$ cat src/rtl/sdram_arbiter.sv
// rtl/sdram_arbiter.sv - two-port burst arbiter in front of the Gowin SDRC user port
//
// Purpose: shares one SDRC user port between port 0 (video line fetcher) and
// port 1 (SPI command processor). One burst runs at a time: the command is
// issued with a single-cycle wr_n/rd_n strobe, data beats are counted, and
// write acks / read data are routed only to the granted port.
//
// Optional feature: define SDRAM_ARB_STARVE_GUARD_EN to bound the number of
// consecutive port-0 grants (STARVE_LIMIT) while port 1 is waiting.
//
// Ports:
//   clock, reset_n            clock shared with the SDRC, async active-low reset
//   pN_cmd_*                  command request/handshake (valid, ready, write, addr, len)
//   pN_wr_data / pN_wr_ack    write word and its consume pulse
//   pN_rd_data / pN_rd_valid  read word and its valid pulse
//   sdrc_*                    SDRC user-port strobes, address, length, data, status
//   grant                     port owning the current or last burst
//   busy                      burst in flight (ISSUE, WRITE or READ)
module sdram_arbiter #(
  parameter int STARVE_LIMIT = 4
) (
  input  logic        clock,
  input  logic        reset_n,
  input  logic        p0_cmd_valid,
  output logic        p0_cmd_ready,
  input  logic        p0_cmd_write,
  input  logic [20:0] p0_cmd_addr,
  input  logic [6:0]  p0_cmd_len,
  input  logic [31:0] p0_wr_data,
  output logic        p0_wr_ack,
  output logic [31:0] p0_rd_data,
  output logic        p0_rd_valid,
  input  logic        p1_cmd_valid,
  output logic        p1_cmd_ready,
  input  logic        p1_cmd_write,
  input  logic [20:0] p1_cmd_addr,
  input  logic [6:0]  p1_cmd_len,
  input  logic [31:0] p1_wr_data,
  output logic        p1_wr_ack,
  output logic [31:0] p1_rd_data,
  output logic        p1_rd_valid,
  input  logic        sdrc_init_done,
  input  logic        sdrc_busy_n,
  input  logic        sdrc_wrd_ack,
  input  logic        sdrc_rd_valid,
  input  logic [31:0] sdrc_data_read,
  output logic        sdrc_wr_n,
  output logic        sdrc_rd_n,
  output logic [20:0] sdrc_addr,
  output logic [6:0]  sdrc_data_len,
  output logic [31:0] sdrc_data_write,
  output logic [3:0]  sdrc_dqm,
  output logic        sdrc_selfrefresh,
  output logic        sdrc_power_down,
  output logic        grant,
  output logic        busy
);

  if (STARVE_LIMIT < 1) begin : g_bad_limit
    $error("STARVE_LIMIT must be at least 1");
  end

  typedef enum logic [2:0] {
    S_INIT  = 3'd0,
    S_IDLE  = 3'd1,
    S_ISSUE = 3'd2,
    S_WRITE = 3'd3,
    S_READ  = 3'd4
  } state_e;

  state_e      state_q, state_d;
  logic        grant_q, grant_d;
  logic        write_q, write_d;
  logic [20:0] addr_q, addr_d;
  logic [6:0]  len_q, len_d;
  logic [6:0]  cnt_q, cnt_d;
  logic        wr_n_q, wr_n_d;
  logic        rd_n_q, rd_n_d;
  logic [1:0]  ready_q, ready_d;

  logic        arb_go;   // an arbitration is decided this cycle
  logic        pick;     // winner of the arbitration (0 or 1)
  logic        wr_beat;
  logic        rd_beat;

  assign arb_go = (state_q == S_IDLE) && sdrc_init_done && sdrc_busy_n &&
                  (p0_cmd_valid || p1_cmd_valid);

`ifdef SDRAM_ARB_STARVE_GUARD_EN
  localparam int SW = (STARVE_LIMIT < 7) ? 3 : $clog2(STARVE_LIMIT + 1);

  logic [SW-1:0] starve_q, starve_d;
  logic          starved;

  assign starved = (starve_q >= SW'(STARVE_LIMIT));
  assign pick    = p1_cmd_valid && (!p0_cmd_valid || starved);

  // Counts port-0 wins that happened while port 1 was waiting; any IDLE cycle
  // without a port-1 request means nobody is being starved.
  always_comb begin
    starve_d = starve_q;
    if (state_q == S_IDLE) begin
      if (!p1_cmd_valid) begin
        starve_d = '0;
      end else if (arb_go) begin
        starve_d = pick ? '0 : starve_q + SW'(1);
      end
    end
  end

  always_ff @(posedge clock or negedge reset_n) begin
    if (!reset_n) begin
      starve_q <= '0;
    end else begin
      starve_q <= starve_d;
    end
  end
`else
  assign pick = !p0_cmd_valid && p1_cmd_valid;
`endif

  // State and datapath registers.
  always_ff @(posedge clock or negedge reset_n) begin
    if (!reset_n) begin
      state_q <= S_INIT;
      grant_q <= 1'b0;
      write_q <= 1'b0;
      addr_q  <= '0;
      len_q   <= '0;
      cnt_q   <= '0;
      wr_n_q  <= 1'b1;
      rd_n_q  <= 1'b1;
      ready_q <= '0;
    end else begin
      state_q <= state_d;
      grant_q <= grant_d;
      write_q <= write_d;
      addr_q  <= addr_d;
      len_q   <= len_d;
      cnt_q   <= cnt_d;
      wr_n_q  <= wr_n_d;
      rd_n_q  <= rd_n_d;
      ready_q <= ready_d;
    end
  end

  assign wr_beat = (state_q == S_WRITE) && sdrc_wrd_ack;
  assign rd_beat = (state_q == S_READ) && sdrc_rd_valid;

  // Next-state logic.
  always_comb begin
    state_d = state_q;
    grant_d = grant_q;
    write_d = write_q;
    addr_d  = addr_q;
    len_d   = len_q;
    cnt_d   = cnt_q;
    unique case (state_q)
      S_INIT: begin
        if (sdrc_init_done) state_d = S_IDLE;
      end
      S_IDLE: begin
        if (!sdrc_init_done) begin
          state_d = S_INIT;
        end else if (arb_go) begin
          grant_d = pick;
          write_d = pick ? p1_cmd_write : p0_cmd_write;
          addr_d  = pick ? p1_cmd_addr  : p0_cmd_addr;
          len_d   = pick ? p1_cmd_len   : p0_cmd_len;
          state_d = S_ISSUE;
        end
      end
      S_ISSUE: begin
        cnt_d   = '0;
        state_d = write_q ? S_WRITE : S_READ;
      end
      S_WRITE: begin
        if (wr_beat) begin
          cnt_d = cnt_q + 7'd1;
          if (cnt_q == len_q) state_d = S_IDLE;
        end
      end
      S_READ: begin
        if (rd_beat) begin
          cnt_d = cnt_q + 7'd1;
          if (cnt_q == len_q) state_d = S_IDLE;
        end
      end
      default: state_d = S_INIT;
    endcase
  end

  // Registered command outputs are decoded from the next state so the strobe
  // and cmd_ready are low/high for exactly the ISSUE cycle.
  always_comb begin
    wr_n_d  = 1'b1;
    rd_n_d  = 1'b1;
    ready_d = 2'b00;
    if (state_d == S_ISSUE) begin
      wr_n_d  = !write_d;
      rd_n_d  = write_d;
      ready_d = grant_d ? 2'b10 : 2'b01;
    end
  end

  assign sdrc_wr_n        = wr_n_q;
  assign sdrc_rd_n        = rd_n_q;
  assign sdrc_addr        = addr_q;
  assign sdrc_data_len    = len_q;
  assign sdrc_dqm         = 4'b0000;
  assign sdrc_selfrefresh = 1'b0;
  assign sdrc_power_down  = 1'b0;
  assign sdrc_data_write  = grant_q ? p1_wr_data : p0_wr_data;

  assign p0_cmd_ready = ready_q[0];
  assign p1_cmd_ready = ready_q[1];

  assign p0_wr_ack   = wr_beat && !grant_q;
  assign p1_wr_ack   = wr_beat && grant_q;
  assign p0_rd_valid = rd_beat && !grant_q;
  assign p1_rd_valid = rd_beat && grant_q;
  assign p0_rd_data  = sdrc_data_read;
  assign p1_rd_data  = sdrc_data_read;

  assign grant = grant_q;
  assign busy  = (state_q == S_ISSUE) || (state_q == S_WRITE) || (state_q == S_READ);

endmodule
$ cat config.mk
export PLATFORM = sky130hd
export DESIGN_NAME = sdram_arbiter
export DESIGN_NICKNAME = d
export VERILOG_FILES = /design/src/rtl/sdram_arbiter.sv
export SDC_FILE = /design/constraint.sdc
export NUM_CORES = 1
export LEC_CHECK = 0
export CORE_AREA = 2 2 119 121
export DETAILED_ROUTE_END_ITERATION = 7
export DIE_AREA = 0 0 121 123
export GPL_ROUTABILITY_DRIVEN = 0
export PLACE_DENSITY = 0.75
export SLEW_MARGIN = 20
export SYNTH_ARGS = -nofsm -noshare
export SYNTH_HDL_FRONTEND = slang
export SYNTH_SLANG_ARGS = --single-unit
$ cat constraint.sdc
create_clock -name clock -period 2.8 [get_ports clock]
set_clock_uncertainty 0.1 [all_clocks]
set_input_delay 0.56 -clock clock [delete_from_list [all_inputs] [get_ports clock]]
set_output_delay 0.56 -clock clock [all_outputs]
set_load 0.01 [all_outputs]
==> flow_metrics.env <==
export IMPL_cts_clk_slew_worst_paths_ns=0.06
export IMPL_ys_warn_count=0
export IMPL_ctsResizeCount=0
export IMPL_grt_first_pass_wirelength_um=15500
export IMPL_start_util=0.226
export IMPL_synthToLayoutAreaGrowth_pct=60.8
export IMPL_grtUsageTotal=0.138
export IMPL_cts_buffers=5
export IMPL_num_rows=43
export IMPL_cts_buffer_depth=2
export IMPL_die_h_um=123
export IMPL_ff_latch_area_mm2=0.00110
export IMPL_cts_setup_buffers=0
export IMPL_path_class="reg2out"
export IMPL_r2r_start="state_q[1]"
export IMPL_worst_path_buf_inv=1
export IMPL_drc_errors=0
export IMPL_vias=2695
export IMPL_cpMaxStageDelayCell="clkdlybuf4s50_1"
export IMPL_max_stage_delay_ns=0.54
export IMPL_setup_violations=0
export IMPL_dpl_hpwl_um=9410
export IMPL_synth_top_area_cell="dfrtp_1"
export IMPL_place_port_buffers=199
export IMPL_clock_latency_ns=0.28
export IMPL_rrSetupSlack_ns=1.09
export IMPL_drive_gt1_frac=0.119
export IMPL_cts_tree="done"
export IMPL_startpoint="state_q[2]"
export IMPL_crit_required_ns=2.14
export IMPL_crit_fanout=8
export IMPL_io_pins=302
export IMPL_multi_input_area_mm2=0.00138
export IMPL_seq_area_frac_synth=0.359
export IMPL_worstPathCellList="nor3b_1 > nand2_1 > nor2_1 > clkdlybuf4s50_1"
export IMPL_gr_usage_met2=0.257
export IMPL_synth_area_leaders="dfrtp_1 (34%), buf_4 (17%), mux2_2 (12%)"
export IMPL_met3_usage=0.0526
export IMPL_die_x_um=121
export IMPL_max_freq_ghz=0.386
export IMPL_cp_top_family="simple AND/OR/NAND/NOR gates"
export IMPL_drtPass1Iterations=4
export IMPL_async_reset_ff_frac=1.00
export IMPL_cp_end_kind="output port"
export IMPL_avgViaCountPerCell=4.26
export IMPL_fin_crit_ns=2.59
export IMPL_syn_inst=320
export IMPL_routed_wl_um=11200
export IMPL_antenna_found_initial=0
export IMPL_nets=614
export IMPL_grt_overflow_total=0
export IMPL_hold_class="in2async"
export IMPL_core_mm2=0.0136
export IMPL_outcome="finished clean"
export IMPL_cp_start_kind="flop"
export IMPL_ys_flop_type="dfrtp_1"
export IMPL_r2r_cells=5
export IMPL_max_cap_violations=0
export IMPL_rsz0062_at_grt="no"
export IMPL_antenna_cells=0
export IMPL_period_share=0.924
export IMPL_r2r_end="state_q[1]"
export IMPL_fillers=1335
export IMPL_top_usage_layer="met2"
export IMPL_grt_pass1_vias=2776
export IMPL_worstPathArrival_ns=1.93
export IMPL_irDropWorstVdd_mv=0.385
export IMPL_ys_seq_elements=44
export IMPL_wl_per_cell_um=17.8
export IMPL_synth_distinct_cells=39
export IMPL_cts_htree_levels=2
export IMPL_hold_violations=0
export IMPL_cts_hold_buf=0
export IMPL_clock_sinks=44
export IMPL_total_leakage_power_nw=1.92
export IMPL_die_area_mm2=0.0149
export IMPL_drv_slew=0
export IMPL_synth_top_area_share=0.342
export IMPL_finalNonFillerCells=632
export IMPL_root_buffer="clkbuf_16"
export IMPL_fin_tns_setup_ns=0
export IMPL_first_iter_violations=104
export IMPL_synth_edf_count=0
export IMPL_antenna_left=0
export IMPL_dp_cells=624
export IMPL_use_met1=0.148
export IMPL_power_density_mw_per_mm2=775
export IMPL_syn_avg_cell_area_um2=9.61
export IMPL_grt_max_degree=47
export IMPL_syn_area_mm2=0.00308
export IMPL_cp_num_cells=4
worst reg2reg max path, delay by kind of cell, from the launching register on:
kind,cells,cell delay (ns)
simple gates,2,0.56
buf+inv,1,0.25
flops,1,0.45
compound gates,2,0.29
kinds of logic after synthesis:
| logic type | share of synthesized area |
|---|---|
| buf+inv | 0.203 |
| compound gates | 0.0862 |
| other cells | 0.00122 |
| xor+xnor | 0.0199 |
| mux | 0.215 |
| simple gates | 0.112 |
| flops | 0.359 |
| fa+ha+maj | 0.00407 |
through the flow:
| step | area [um2] | util | power, mW | hold WS (ns) | worst slack [ns] |
|---|---|---|---|---|---|
| after global placement | 4770 | 0.350 | 3.14 | 0.407 | 0.239 |
| final | 4950 | 0.363 | 3.84 | 0.129 | 0.212 |
| after CTS | 4950 | 0.363 | 3.90 | 0.136 | 0.170 |
| after detailed placement | 4770 | 0.350 | 3.17 | 0.418 | 0.227 |
| after floorplan | 3100 | - | 2.13 | 0.164 | 0.820 |
| after global routing | 4950 | 0.363 | 4.08 | 0.149 | 0.0188 |
placed cells by master, fill, tap and decap left out, types with 3 or more instances in the layout:
| master | Yosys | layout |
|---|---|---|
| clkdlybuf4s50_1 | 0 | 198 |
| dfrtp_1 | 42 | 42 |
| nor2_1 | 36 | 36 |
| a21oi_1 | 34 | 34 |
| mux2_2 | 33 | 33 |
| mux2i_1 | 29 | 29 |
| nand2_1 | 7 | 7 |
| o21ai_0 | 6 | 6 |
| conb_1 | 1 | 6 |
| or3_1 | 5 | 5 |
| clkbuf_16 | 0 | 5 |
| nand2b_1 | 4 | 4 |
| xor2_1 | 4 | 4 |
| buf_4 | 71 | 4 |
| xnor2_1 | 3 | 3 |
| nand4_1 | 3 | 3 |
| and2_1 | 3 | 3 |
worst max path at each step:
| stage | endpoint | slack (ns) |
|---|---|---|
| 2_1_floorplan | sdrc_data_write[10] | 0.82 |
| 5_1_grt | p0_rd_valid | 0.02 |
| 3_5_place_dp | p1_wr_ack | 0.23 |
| 4_1_cts | p1_rd_valid | 0.17 |
| 3_3_place_gp | p1_wr_ack | 0.24 |
| 6_report | p1_rd_valid | 0.21 |
registers in the layout, indices dropped and copies added, names as in the netlist:
name and flops:
sdrc_addr 21, cnt_q 7, write_q 1, sdrc_wr_n 1, state_q 3, ready_q 2, sdrc_rd_n 1, sdrc_data_len 7
grant 1
Yosys cell counts (all sizes together), types with 2 or more instances:
| master | n |
|---|---|
| a21oi | 35 |
| or3 | 5 |
| nor4 | 2 |
| xor2 | 4 |
| and2 | 3 |
| inv | 2 |
| nor2 | 36 |
| nand4 | 3 |
| dfrtp | 42 |
| buf | 85 |
| nand2b | 4 |
| o21ai | 7 |
| nand2 | 7 |
| nand3 | 2 |
| nor3 | 2 |
| mux2 | 33 |
| xnor2 | 3 |
| dfstp | 2 |
| mux2i | 29 |
layout make-up:
class | instances | share of cell area
timing repair buffer | 205 | 0.416
clock inverter | 2 | 0.00784
sequential | 44 | 0.223
clock buffer | 6 | 0.0281
tap | 180 | 0.0455
multi-input combinational | 193 | 0.278
inverter | 2 | 0.00152
report_power, final:
| group | internal [mW] | switching (mW) | leakage [nW] |
|---|---|---|---|
| registers | 0.888 | 0.215 | 0.516 |
| clock network | 0.447 | 0.243 | 0.0871 |
| logic | 1.20 | 0.847 | 1.32 |
routing by layer:
metal | vias up | routed length [um]
li1 | 1277 | -
met4 | 0 | 113
met1 | 1247 | 4040
met3 | 8 | 1180
met2 | 163 | 5890
met5 | - | 0
Power figures use the tool's default switching activity.
